File: src/rtl/onehot_decoder_pkg.sv
// Shared constants, buffer state type and the binary-to-one-hot decode function
// for onehot_decoder and its models.
package onehot_decoder_pkg;

    localparam int unsigned IN_W_DEF  = 3;
    localparam int unsigned OUT_W_DEF = 1 << IN_W_DEF;
    localparam int unsigned CNT_W_DEF = 16;

    typedef enum logic [1:0] {
        StEmpty = 2'd0,
        StOne   = 2'd1,
        StFull  = 2'd2
    } buf_state_e;

    // en=0 yields an all-zero word rather than a one-hot one.
    function automatic logic [OUT_W_DEF-1:0] decode(input logic [IN_W_DEF-1:0] code,
                                                    input logic                 en);
        logic [OUT_W_DEF-1:0] word;
        word = '0;
        if (en) begin
            word[code] = 1'b1;
        end
        return word;
    endfunction

endpackage

File: src/rtl/onehot_skid_buf.sv
// Two-entry skid FIFO (EMPTY/ONE/FULL) presenting the head entry on out_data.
module onehot_skid_buf
    import onehot_decoder_pkg::*;
#(
    parameter int unsigned DATA_W = 8
) (
    input  logic              clk,
    input  logic              rst,
    input  logic              in_valid,
    output logic              in_ready,
    input  logic [DATA_W-1:0] in_data,
    output logic              out_valid,
    input  logic              out_ready,
    output logic [DATA_W-1:0] out_data
);

    buf_state_e        r_state, w_state_next;
    logic [DATA_W-1:0] r_head, w_head_next;
    logic [DATA_W-1:0] r_tail, w_tail_next;
    logic              w_push, w_pop;

    assign in_ready  = !rst && (r_state != StFull);
    assign out_valid = (r_state != StEmpty);
    assign out_data  = r_head;
    assign w_push    = in_valid && in_ready;
    assign w_pop     = out_valid && out_ready;

    always_comb begin
        w_state_next = r_state;
        w_head_next  = r_head;
        w_tail_next  = r_tail;
        unique case (r_state)
            StEmpty: begin
                if (w_push) begin
                    w_head_next  = in_data;
                    w_state_next = StOne;
                end
            end
            StOne: begin
                // Push and pop together: the new word replaces the departing head.
                if (w_push && w_pop) begin
                    w_head_next = in_data;
                end else if (w_push) begin
                    w_tail_next  = in_data;
                    w_state_next = StFull;
                end else if (w_pop) begin
                    w_state_next = StEmpty;
                end
            end
            StFull: begin
                if (w_pop) begin
                    w_head_next  = r_tail;
                    w_state_next = StOne;
                end
            end
            default: w_state_next = StEmpty;
        endcase
    end

    always_ff @(posedge clk) begin
        if (rst) begin
            r_state <= StEmpty;
            r_head  <= '0;
            r_tail  <= '0;
        end else begin
            r_state <= w_state_next;
            r_head  <= w_head_next;
            r_tail  <= w_tail_next;
        end
    end

endmodule

File: src/rtl/onehot_decoder.sv
// Pipelined binary-to-one-hot decoder behind a 2-entry skid buffer.
// Optional per-line hit counters are built when ONEHOT_DECODER_HIT_COUNT_EN is defined.
module onehot_decoder
    import onehot_decoder_pkg::*;
#(
    parameter int unsigned IN_W  = IN_W_DEF,
    parameter int unsigned CNT_W = CNT_W_DEF
) (
    input  logic                   clk,
    input  logic                   rst,
    input  logic                   in_valid,
    output logic                   in_ready,
    input  logic                   en,
    input  logic [IN_W-1:0]        code,
    output logic                   out_valid,
    input  logic                   out_ready,
    output logic [(1 << IN_W)-1:0] q,
    input  logic [IN_W-1:0]        cnt_sel,
    output logic [CNT_W-1:0]       cnt_val
);

    localparam int unsigned OUT_W = 1 << IN_W;

    logic [OUT_W-1:0] w_word;

    if (IN_W == IN_W_DEF) begin : g_dec_pkg
        assign w_word = decode(code, en);
    end else begin : g_dec_gen
        assign w_word = en ? (OUT_W'(1) << code) : '0;
    end

    onehot_skid_buf #(
        .DATA_W (OUT_W)
    ) u_buf (
        .clk       (clk),
        .rst       (rst),
        .in_valid  (in_valid),
        .in_ready  (in_ready),
        .in_data   (w_word),
        .out_valid (out_valid),
        .out_ready (out_ready),
        .out_data  (q)
    );

`ifdef ONEHOT_DECODER_HIT_COUNT_EN
    logic             w_pop;
    logic [CNT_W-1:0] w_cnt [OUT_W];
    logic [CNT_W-1:0] r_cnt_val;

    assign w_pop = out_valid && out_ready;

    for (genvar g = 0; g < OUT_W; g++) begin : g_cnt
        logic [CNT_W-1:0] r_cnt;

        // Saturating: a line that hits all-ones stays there until reset.
        always_ff @(posedge clk) begin
            if (rst) begin
                r_cnt <= '0;
            end else if (w_pop && q[g] && (r_cnt != '1)) begin
                r_cnt <= r_cnt + CNT_W'(1);
            end
        end

        assign w_cnt[g] = r_cnt;
    end

    always_ff @(posedge clk) begin
        if (rst) begin
            r_cnt_val <= '0;
        end else begin
            r_cnt_val <= w_cnt[cnt_sel];
        end
    end

    assign cnt_val = r_cnt_val;
`else
    logic w_unused_cnt_sel;

    assign w_unused_cnt_sel = ^cnt_sel;
    assign cnt_val          = '0;
`endif

endmodule

File: config.mk
export PLATFORM = sky130hd
export DESIGN_NAME = onehot_decoder
export DESIGN_NICKNAME = d
export VERILOG_FILES = /design/src/rtl/onehot_decoder_pkg.sv /design/src/rtl/onehot_skid_buf.sv /design/src/rtl/onehot_decoder.sv
export SDC_FILE = /design/constraint.sdc
export NUM_CORES = 1
export LEC_CHECK = 0
export ABC_AREA = 1
export CAP_MARGIN = 20
export CORE_AREA = 5 5 62 64
export DETAILED_ROUTE_END_ITERATION = 10
export DIE_AREA = 0 0 67 69
export PLACE_DENSITY = 0.73
export SLEW_MARGIN = 20
export SYNTH_ARGS = -nofsm -noshare
export SYNTH_HDL_FRONTEND = slang
export SYNTH_SLANG_ARGS = --single-unit
File: constraint.sdc
create_clock -name clk -period 2.3 [get_ports clk]
set_clock_uncertainty 0.05 [all_clocks]
set_input_delay 0.575 -clock clk [delete_from_list [all_inputs] [get_ports clk]]
set_output_delay 0.575 -clock clk [all_outputs]
set_load 0.02 [all_outputs]
==> flow_metrics.py <==
metrics = {
    "outcome": {
        "status": "finished clean",
    },
    "timing": {
        "slew_viol_final": 0,
        "finalHoldViolCount": 0,
        "hold_ws_ps": 423,
        "fin_ws_ps": 209,
        "fin_crit_ps": 2090,
        "fmax_mhz": 478,
        "setup_viol": 0,
        "tns_ps": 0,
        "period_share_pct": 90.9,
        "rsz0062_at_grt": "false",
    },
    "worst_setup_path": {
        "max_stage_delay_ps": 590,
        "critPathBufInv": 2,
        "r2r_slack_ps": 850,
        "arrival_ps": 1470,
        "startpoint_type": "flip-flop",
        "critPathTopFamily": "buffers and inverters",
        "r2r_cells": 7,
        "slowest_stage": "clkdlybuf4s50_1",
        "r2r-end": "u_buf.out_data[4]$_SDFFE_PP0P_",
        "worstPathCellList": "nor2_1 -> inv_1 -> clkdlybuf4s50_1",
        "crit_fanout": 4,
        "endpoint_kind": "primary output",
        "crit_required_ps": 1670,
        "worstSetupPathType": "flip-flop to primary output",
        "crit_start": "u_buf.r_state[1]$_SDFFE_PP0P_",
        "r2r_start": "u_buf.r_state[0]$_SDFFE_PP0P_",
    },
    "synth": {
        "seq_area_frac_synth_pct": 33.8,
        "ys_types": 21,
        "synth_common_cells": "nand2_1 (38), nor2_1 (25), dfxtp_1 (18), inv_1 (17), buf_4 (16)",
        "yosys.area.top_type": "dfxtp_1",
        "synth_edf_count": 0,
        "ys_ff_latch": 18,
        "synth.cell_area_mm2": 0.00107,
        "syn-instance-count": 164,
        "yosysTopAreaCellShare_pct": 33.8,
        "async_flop_share_pct": 0,
        "ys.flop_type": "dfxtp_1",
        "synthTopCellsByArea": "dfxtp_1 (34%), nand2_1 (13%), buf_4 (11%)",
        "post-synth-top-count-cell": "nand2_1",
        "syn_avg_cell_area_um2": 6.50,
        "ys_warn_count": 0,
    },
    "power": {
        "p_total_uw": 771,
        "peakVddDrop_uv": 226,
        "powerDensity_mw_per_mm2": 617,
        "leakage_nw": 0.606,
    },
    "route": {
        "drc_errors": 0,
        "wl_per_cell_um": 9.34,
        "dr.pass1.iters": 4,
        "viasPerCell": 4.19,
        "dr.first_iter.drc_count": 51,
        "drt.antenna.violating_nets": 0,
        "totalWireLength_um": 2140,
        "vias": 960,
    },
    "grt": {
        "grt_overflow": 0,
        "grt_pass1_vias": 768,
        "antenna_found_initial": 0,
        "grt_usage_pct": 9.58,
        "grt_max_degree": 18,
        "grt_pass1_wl_um": 3520,
    },
    "final_layout": {
        "diodes": 0,
        "seq_area_um2": 360,
        "final_nets": 195,
        "multi_input_area_um2": 524,
        "fillCellCount": 357,
        "drive_gt1_share_pct": 7.65,
        "area_growth_pct": 17.1,
    },
    "placement": {
        "hpwlAfterDp_um": 1530,
        "gp_congestion": 0.790,
        "io_buffers": 17,
        "dp_slack_ps": -70.2,
    },
    "clock_network": {
        "htreeDepth": 1,
        "clockBufferDepth": 2,
        "cts_tree": "done",
        "cts_hold_buf": 0,
        "clock_latency_ps": 300,
        "clockRootBuffer": "clkbuf_4",
        "cts.sinks": 18,
        "numCtsBuffers": 3,
        "clk_pin_slew_worst_paths_ps": 110,
    },
    "floorplan": {
        "die_w_um": 67,
        "die_y_um": 69,
        "start_util_pct": 33.0,
        "ios": 37,
        "core_region_area_mm2": 0.00323,
        "dieArea_mm2": 0.00462,
        "rows": 21,
    },
    "min_path": {
        "hold_class": "flip-flop to flip-flop",
        "hold_path_startpoint": "u_buf.r_tail[6]$_SDFFE_PP0P_",
        "holdPathEnd": "u_buf.r_tail[6]$_SDFFE_PP0P_",
        "hold_depth": 2,
    },
    "flow_run": {
        "drv_cap": 0,
    },
}
[worst min-delay path: stages, from the launching register on]
cell and delay (ps):
dfxtp_1 330, nand2_1 60, a21oi_1 60
[layer usage]
| layer | track usage, % | up-vias | wire length [µm] |
|---|---|---|---|
| met1 | 14.7 | 408 | 1070 |
| met4 | 2.70 | 0 | 19 |
| met2 | 12.6 | 31 | 874 |
| li1 | - | 519 | - |
| met5 | 0 | - | 0 |
| met3 | 2.92 | 2 | 178 |
[metrics by stage]
step                      cells  util (%)  cell area (µm²)
after CTS                   229      38.6             1250
after detailed placement    225      37.6             1210
after floorplan             179         -             1120
after global placement      225      37.6             1210
final                       229      38.6             1250
after global routing        229      38.6             1250
[what timing repair did]
| action | 4_1_cts | 5_1_grt |
|---|---|---|
| buffers inserted | 0 | 0 |
| gates resized for setup | 1 | 0 |
| setup endpoints to repair | 1 | 0 |
[registers in the layout (all words and copies together) (netlist names)]
signal and cells:
u_buf.out_data 8, u_buf.r_state 2, u_buf.r_tail 8
[power by group]
part           switching (mW)  internal (mW)  total (mW)
combinational           0.135         0.0876       0.223
sequential             0.0118          0.336       0.348
clock                   0.104         0.0966       0.200
total                   0.251          0.520       0.771
[placed cells by master (no fill, tap or decap), drive strengths merged]
cell           instances
conb                  16
clkinv                 1
nor3                   3
nand3                 15
nor2                  26
o21ai                  5
inv                   18
a31oi                  1
clkbuf                 4
nand4                  1
dlygate4sd2            1
clkdlybuf4s50         16
dfxtp                 18
a21oi                 13
nand2                 41
buf                    4
[cell families after synthesis]
kind of cell,share of synthesized area (%)
simple gates,34.5
buf+inv,22.3
compound gates,9.04
flops,33.8
other cells,0.352
[cell type report]
cell class / count / area share, %
Tap cell: 46 / 4.61
Sequential cell: 18 / 28.9
Inverter: 19 / 5.71
Timing Repair Buffer: 21 / 15.9
Multi-Input combinational cell: 121 / 42.0
Clock buffer: 4 / 2.91
[worst max-delay path by stage]
| stage | to | cells after the start |
|---|---|---|
| 3_3_place_gp | in_ready | 3 |
| 6_report | out_valid | 3 |
| 3_5_place_dp | in_ready | 3 |
| 5_1_grt | out_valid | 3 |
| 2_1_floorplan | in_ready | 4 |
| 4_1_cts | out_valid | 3 |
(Power assumes the default switching activity.)
==> variant 1: new RTL, same settings <==
Change the package constant `CNT_W_DEF` from 16 to 32.
--- a/src/rtl/onehot_decoder_pkg.sv
+++ b/src/rtl/onehot_decoder_pkg.sv
@@ -5,5 +5,5 @@
     localparam int unsigned IN_W_DEF  = 3;
     localparam int unsigned OUT_W_DEF = 1 << IN_W_DEF;
-    localparam int unsigned CNT_W_DEF = 16;
+    localparam int unsigned CNT_W_DEF = 32;
 
     typedef enum logic [1:0] {
Interface: changed (resized cnt_val); port bits go from 37 to 53. No check against the original RTL was run, so the function may have changed too.
==> variant 1 against the unedited design <==
- highest routed layer unchanged
- maximum frequency fell by 0.71%
- power rose by 3.5%
- sequential cell count did not move
- design area rose by 5.4%
- register-to-register slack improved by 0.04 ns
- via count rose by 2.3%
- critical path depth did not move
- worst setup slack got worse by 0.015 ns
- area after synthesis rose by 11%
- routed wire length rose by 2.1%
==> variant 1: results (changes against the unedited design) <==
INFO  metric fillerInstances = 363 (+1.7%)
INFO  metric via_count_of_the_first_global_routing_pass = 830 (+8.1%)
INFO  metric p_leak = 0.663 nW (+9.4%)
INFO  metric clk_transition_reported_paths = 0.11 ns (about the same)
INFO  metric postCtsSetupBuffers = 0 (unchanged)
INFO  metric synth-main-ff-cell = dfxtp_1
INFO  metric globalplace.congestion = 0.820 (+3.8%)
INFO  metric power.clock.total = 0.203 mW
INFO  metric instances_no_fill = 246 (+7.4%)
INFO  metric wl_met3 = 205 um (+15%)
INFO  metric grtUsageTotal = 0.0994 (+0.00362)
INFO  metric timing.critical_path.fanout_max = 4 (unchanged)
INFO  metric antenna-diode-count = 0 (unchanged)
INFO  metric top_layer = met4
INFO  metric synth.avg_cell_area = 6.59 um2 (+1.4%)
INFO  metric pwr-share-seq = 0.436 (-0.015)
INFO  metric vias = 982 (+2.3%)
INFO  metric dp_worst_setup_slack = -0.0753 ns (-0.00507 ns)
INFO  metric critPathSlowestCell = clkdlybuf4s50_1
INFO  metric grt_start_max_net_pins = 18 (unchanged)
INFO  metric numPlacedInstances = 242 (+7.6%)
INFO  metric detailedPlacementHpwl = 1620 um (+5.9%)
INFO  metric synthesis.yosys.warnings = 0 (unchanged)
INFO  metric grtUsageMet2 = 0.140 (+0.0142)
INFO  metric final_net_count = 212 (+8.7%)
INFO  metric synth.yosys.seq_area_share = 0.304 (-0.0342)
INFO  metric yosys.area_share.xor_xnor = 0 (unchanged)
INFO  metric drt_first_pass_iters = 4 (unchanged)
INFO  metric antenna_found_initial = 0 (unchanged)
INFO  metric gr-usage-met1 = 0.134 (-0.0127)
INFO  metric worst_ep_arrival_time = roughly 1.5 ns
INFO  metric synth_compound_area_frac = 0.0812 (-0.00915)
INFO  metric synthTopCellsByArea = dfxtp_1 30%, buf_4 20%, nand2_1 12%
INFO  metric met2WireLength = 868 um (-0.69%)
INFO  metric p_sw_frac = 0.347 (+0.0210)
INFO  metric grt_pass1_wl = 3640 um (+3.3%)
INFO  metric post_route_cells_drive_above_1_share = 0.0750 (-0.00150)
INFO  metric timing.hold.worst_path_depth = 2 (unchanged)
INFO  metric post_synth_most_frequent_cells = 38 x nand2_1, 32 x buf_4, 25 x nor2_1, 18 x dfxtp_1, 17 x inv_1
INFO  metric routed_wire_length_per_instance = 8.89 um (-4.9%)
INFO  metric detailedRoute.firstIterationViolations = 72 (+41%)
INFO  metric outcome = finished clean
INFO  metric cts_buffer_depth = 2 (unchanged)
INFO  metric vdd.ir_drop.worst = 176 uV (-22%)
INFO  metric synthAdderAreaFrac = 0 (unchanged)
INFO  metric worst_skew_pair.late_latency = 0.30 ns (about the same)
variant 1: cell types whose count changed after synthesis, sizes merged:
cell,change
buf,+16
variant 1: layout make-up:
class	count	area (um2)	area share
multi-input cells	137	584	0.444
flip-flops and latches	18	360	0.274
repair buffers	22	206	0.157
inverters	19	71.3	0.0542
well taps	46	57.6	0.0437
clock buffers	4	36.3	0.0276
variant 1: repair_timing:
item / in CTS / in global routing
setup endpoints to repair: 1 / 0
gates resized for setup: 1 / 0
hold buffers: 0 / 0
variant 1: worst paths after layout:
kind,end,slack (ns),from
worst min-delay path,u_buf.r_tail[3]$_SDFFE_PP0P_,0.42,u_buf.r_tail[3]$_SDFFE_PP0P_
worst min register to register,u_buf.r_tail[3]$_SDFFE_PP0P_,0.42,u_buf.r_tail[3]$_SDFFE_PP0P_
worst max register to register,u_buf.out_data[4]$_SDFFE_PP0P_,0.89,u_buf.r_state[0]$_SDFFE_PP0P_
worst max-delay path,out_valid,0.19,u_buf.r_state[1]$_SDFFE_PP0P_
variant 1: worst max-delay path: cells and delay by family, from the launching register on:
kind	cells	cell delay, ns
AND/OR/NAND/NOR	1	0.09
flip-flops	1	0.44
buffers and inverters	2	0.64
variant 1: through the flow:
step                hold WS (ns)  total power [mW]   util  area [um2]  setup TNS (ns)
finish                     0.416             0.798  0.407        1320               0
global route               0.443             0.848  0.407        1320               0
CTS                        0.417             0.801  0.407        1320               0
detailed placement         0.401             0.601  0.396        1280         -0.0753
global placement           0.400             0.601  0.396        1280         -0.0864
floorplan                  0.388             0.573      -        1300               0
variant 1: cell families (layout without fill, tap and decap cells):
kind of cell	after synthesis	count (layout)
other	1	32
and+or+nand+nor	86	86
buffers and inverters	56	45
AOI/OAI and AO/OA	19	19
DFF	18	18
==> variant 2: new RTL, same settings <==
Made on the original files. Re-encode `buf_state_e` (3 states) as one-hot, 3 bits wide.
--- a/src/rtl/onehot_decoder_pkg.sv
+++ b/src/rtl/onehot_decoder_pkg.sv
@@ -7,8 +7,8 @@
     localparam int unsigned CNT_W_DEF = 16;
 
-    typedef enum logic [1:0] {
-        StEmpty = 2'd0,
-        StOne   = 2'd1,
-        StFull  = 2'd2
+    typedef enum logic [2:0] {
+        StEmpty = 3'b001,
+        StOne   = 3'b010,
+        StFull  = 3'b100
     } buf_state_e;
 
Formal check against the unedited RTL: same outputs for any inputs over 10 cycles, from zero or initial values and one cycle with rst high; not proved beyond that.
==> variant 2 against the unedited design <==
- worst setup slack worse by 0.098 ns
- routed wire length increased by 1.6%
- first-iteration DRC count fell by 3.9%
- power up 30%
- combinational power grew 90%
- area after synthesis up 5.5%
- maximum frequency fell by 4.5%
- design area rose by 4.9%
- utilization rose by 1.9 points
- sequential share of layout area increased by 0.18 points
- sequential cell count grew 1
- critical path type unchanged
- critical endpoint unchanged
- largest cell class unchanged
==> variant 2: results (changes against the unedited design) <==
INFO  metric outcome = finished clean
INFO  metric final_net_count = 207 (+6.2%)
INFO  metric worst_skew_pair.late_latency = 0.30 ns (about the same)
INFO  metric worst_ep_arrival_time = 1.56 ns (+0.09 ns)
INFO  metric globalplace.congestion = 0.831 (+5.2%)
INFO  metric vdd.ir_drop.worst = 206 uV (-9.1%)
INFO  metric min_from = u_buf.r_tail[7]$_SDFFE_PP0P_
INFO  metric synthesis.yosys.warnings = 0 (unchanged)
INFO  metric antenna_found_initial = 0 (unchanged)
INFO  metric placement.cell_area = 1280 um2 (+5.8%)
INFO  metric asyncSetResetFlopFracSynth = 0 (unchanged)
INFO  metric cts_htree_levels = 1 (unchanged)
INFO  metric detailedRoute.firstIterationViolations = 49 (-3.9%)
INFO  metric path_delay_family = buffers and inverters
INFO  metric clk_transition_reported_paths = 0.11 ns (about the same)
INFO  metric vias = 1026 (+6.9%)
INFO  metric cts-buffers-inserted = 3 (unchanged)
INFO  metric via_count_of_the_first_global_routing_pass = 842 (+9.6%)
INFO  metric p_leak = 0.586 nW (-3.3%)
INFO  metric cts_buffer_depth = 2 (unchanged)
INFO  metric postCtsSetupBuffers = 0 (unchanged)
INFO  metric grtUsageTotal = 0.0965 (+0.000746)
INFO  metric detailedPlacementHpwl = 1690 um (+11%)
INFO  metric crit-reg2reg-capture = u_buf.r_tail[2]$_SDFFE_PP0P_
INFO  metric hold_ws = 0.401 ns (-0.0217 ns)
INFO  metric synthTopCellsByArea = dfxtp_1 34%, nor2_1 13%, buf_4 11%
INFO  metric clockRootBuffer = clkbuf_4
INFO  metric post_synth_most_frequent_cells = 39 x nor2_1, 30 x nand2_1, 19 x dfxtp_1, 18 x inv_1, 16 x buf_4
INFO  metric synth.yosys.seq_area_share = 0.338 (about the same)
INFO  metric drt_first_pass_iters = 4 (unchanged)
INFO  metric timing.hold.worst_path_depth = 2 (unchanged)
INFO  metric routed_wire_length_per_instance = 9.02 um (-3.4%)
INFO  metric grt_pass1_wl = 3650 um (+3.7%)
INFO  metric reg2reg_depth = 8 (+1)
INFO  metric critPathSlowestCell = clkdlybuf4s50_1
INFO  metric post_route_cells_drive_above_1_share = 0.0872 (+0.0107)
INFO  metric timing.hold.worst_endpoint = u_buf.r_tail[7]$_SDFFE_PP0P_
INFO  metric worstReg2RegStart = u_buf.r_state[1]$_SDFFE_PP0P_
INFO  metric antenna-diode-count = 0 (unchanged)
INFO  metric timing.critical_path.fanout_max = 3 (-1)
INFO  metric cts-resized-gates = 1 (unchanged)
INFO  metric dp_worst_setup_slack = -0.0353 ns (+0.0349 ns)
INFO  metric io_buffer_count = 17 (unchanged)
INFO  metric crit_path_max_incr_delay = 0.55 ns (-0.04 ns)
INFO  metric grt_start_max_net_pins = 19 (+1)
INFO  metric synthDistinctLibCells = 18 (-14%)
INFO  metric fillerInstances = 366 (+2.5%)
INFO  metric min-delay-path-class = reg2reg
INFO  metric rrSetupSlack = 0.67 ns (-0.18 ns)
-- variant 2: cell types whose count changed after synthesis, moves of 3 or more --
cell     change
nor3_1       -3
nor2_1      +14
o21ai_1      +4
inv_2        +3
nand2_1      -8
nand4_1      +8
nand3_1      -6
-- variant 2: worst min-delay path: stages, from the launching register on --
cell	delay [ns]
dfxtp_1	0.32
inv_1	0.05
a21oi_1	0.05
-- variant 2: layer usage --
layer	routed length, um	share of wire	GRT usage
met1	1030	0.47	0.129
met2	955	0.44	0.151
met3	158	0.073	0.0211
met4	33	0.015	0.0338
met5	0	0	0
-- variant 2: layout make-up --
class / instances / share of cell area
clock buffer: 3 / 0.0172
clock inverter: 1 / 0.00382
inverter: 22 / 0.0630
multi-input combinational: 130 / 0.436
sequential: 19 / 0.290
tap: 46 / 0.0439
timing repair buffer: 20 / 0.146
-- variant 2: where the power goes --
| part | switching, mW | internal [mW] | total (mW) |
|---|---|---|---|
| sequential | 0.0251 | 0.379 | 0.404 |
| combinational | 0.254 | 0.170 | 0.424 |
| clock | 0.107 | 0.0648 | 0.172 |
-- variant 2: worst max path at each step --
stage | from | end | slack [ns] | depth (start not counted)
floorplan | u_buf.r_state[1]$_SDFFE_PP0P_ | in_ready | 0.80 | 4
global placement | rst | in_ready | -0.02 | 3
detailed placement | rst | in_ready | -0.04 | 3
CTS | u_buf.r_state[0]$_SDFFE_PP1P_ | out_valid | 0.10 | 4
global route | u_buf.r_state[0]$_SDFFE_PP1P_ | out_valid | 0.01 | 4
finish | u_buf.r_state[0]$_SDFFE_PP1P_ | out_valid | 0.11 | 4
-- variant 2: through the flow --
| step | cells | power [mW] | utilization | setup TNS (ns) |
|---|---|---|---|---|
| 6_report | 241 | 0.999 | 0.405 | 0 |
| 5_1_grt | 241 | 1.08 | 0.405 | 0 |
| 4_1_cts | 241 | 1.01 | 0.405 | 0 |
| 3_5_place_dp | 237 | 0.841 | 0.397 | -0.0353 |
| 3_3_place_gp | 237 | 0.836 | 0.397 | -0.0239 |
| 2_1_floorplan | 190 | 0.716 | - | 0 |
-- variant 2: cells by family after synthesis --
logic type | share of synthesized area
AOI/OAI and AO/OA | 0.100
other | 0.00333
buffers and inverters | 0.205
DFF | 0.338
and+or+nand+nor | 0.354
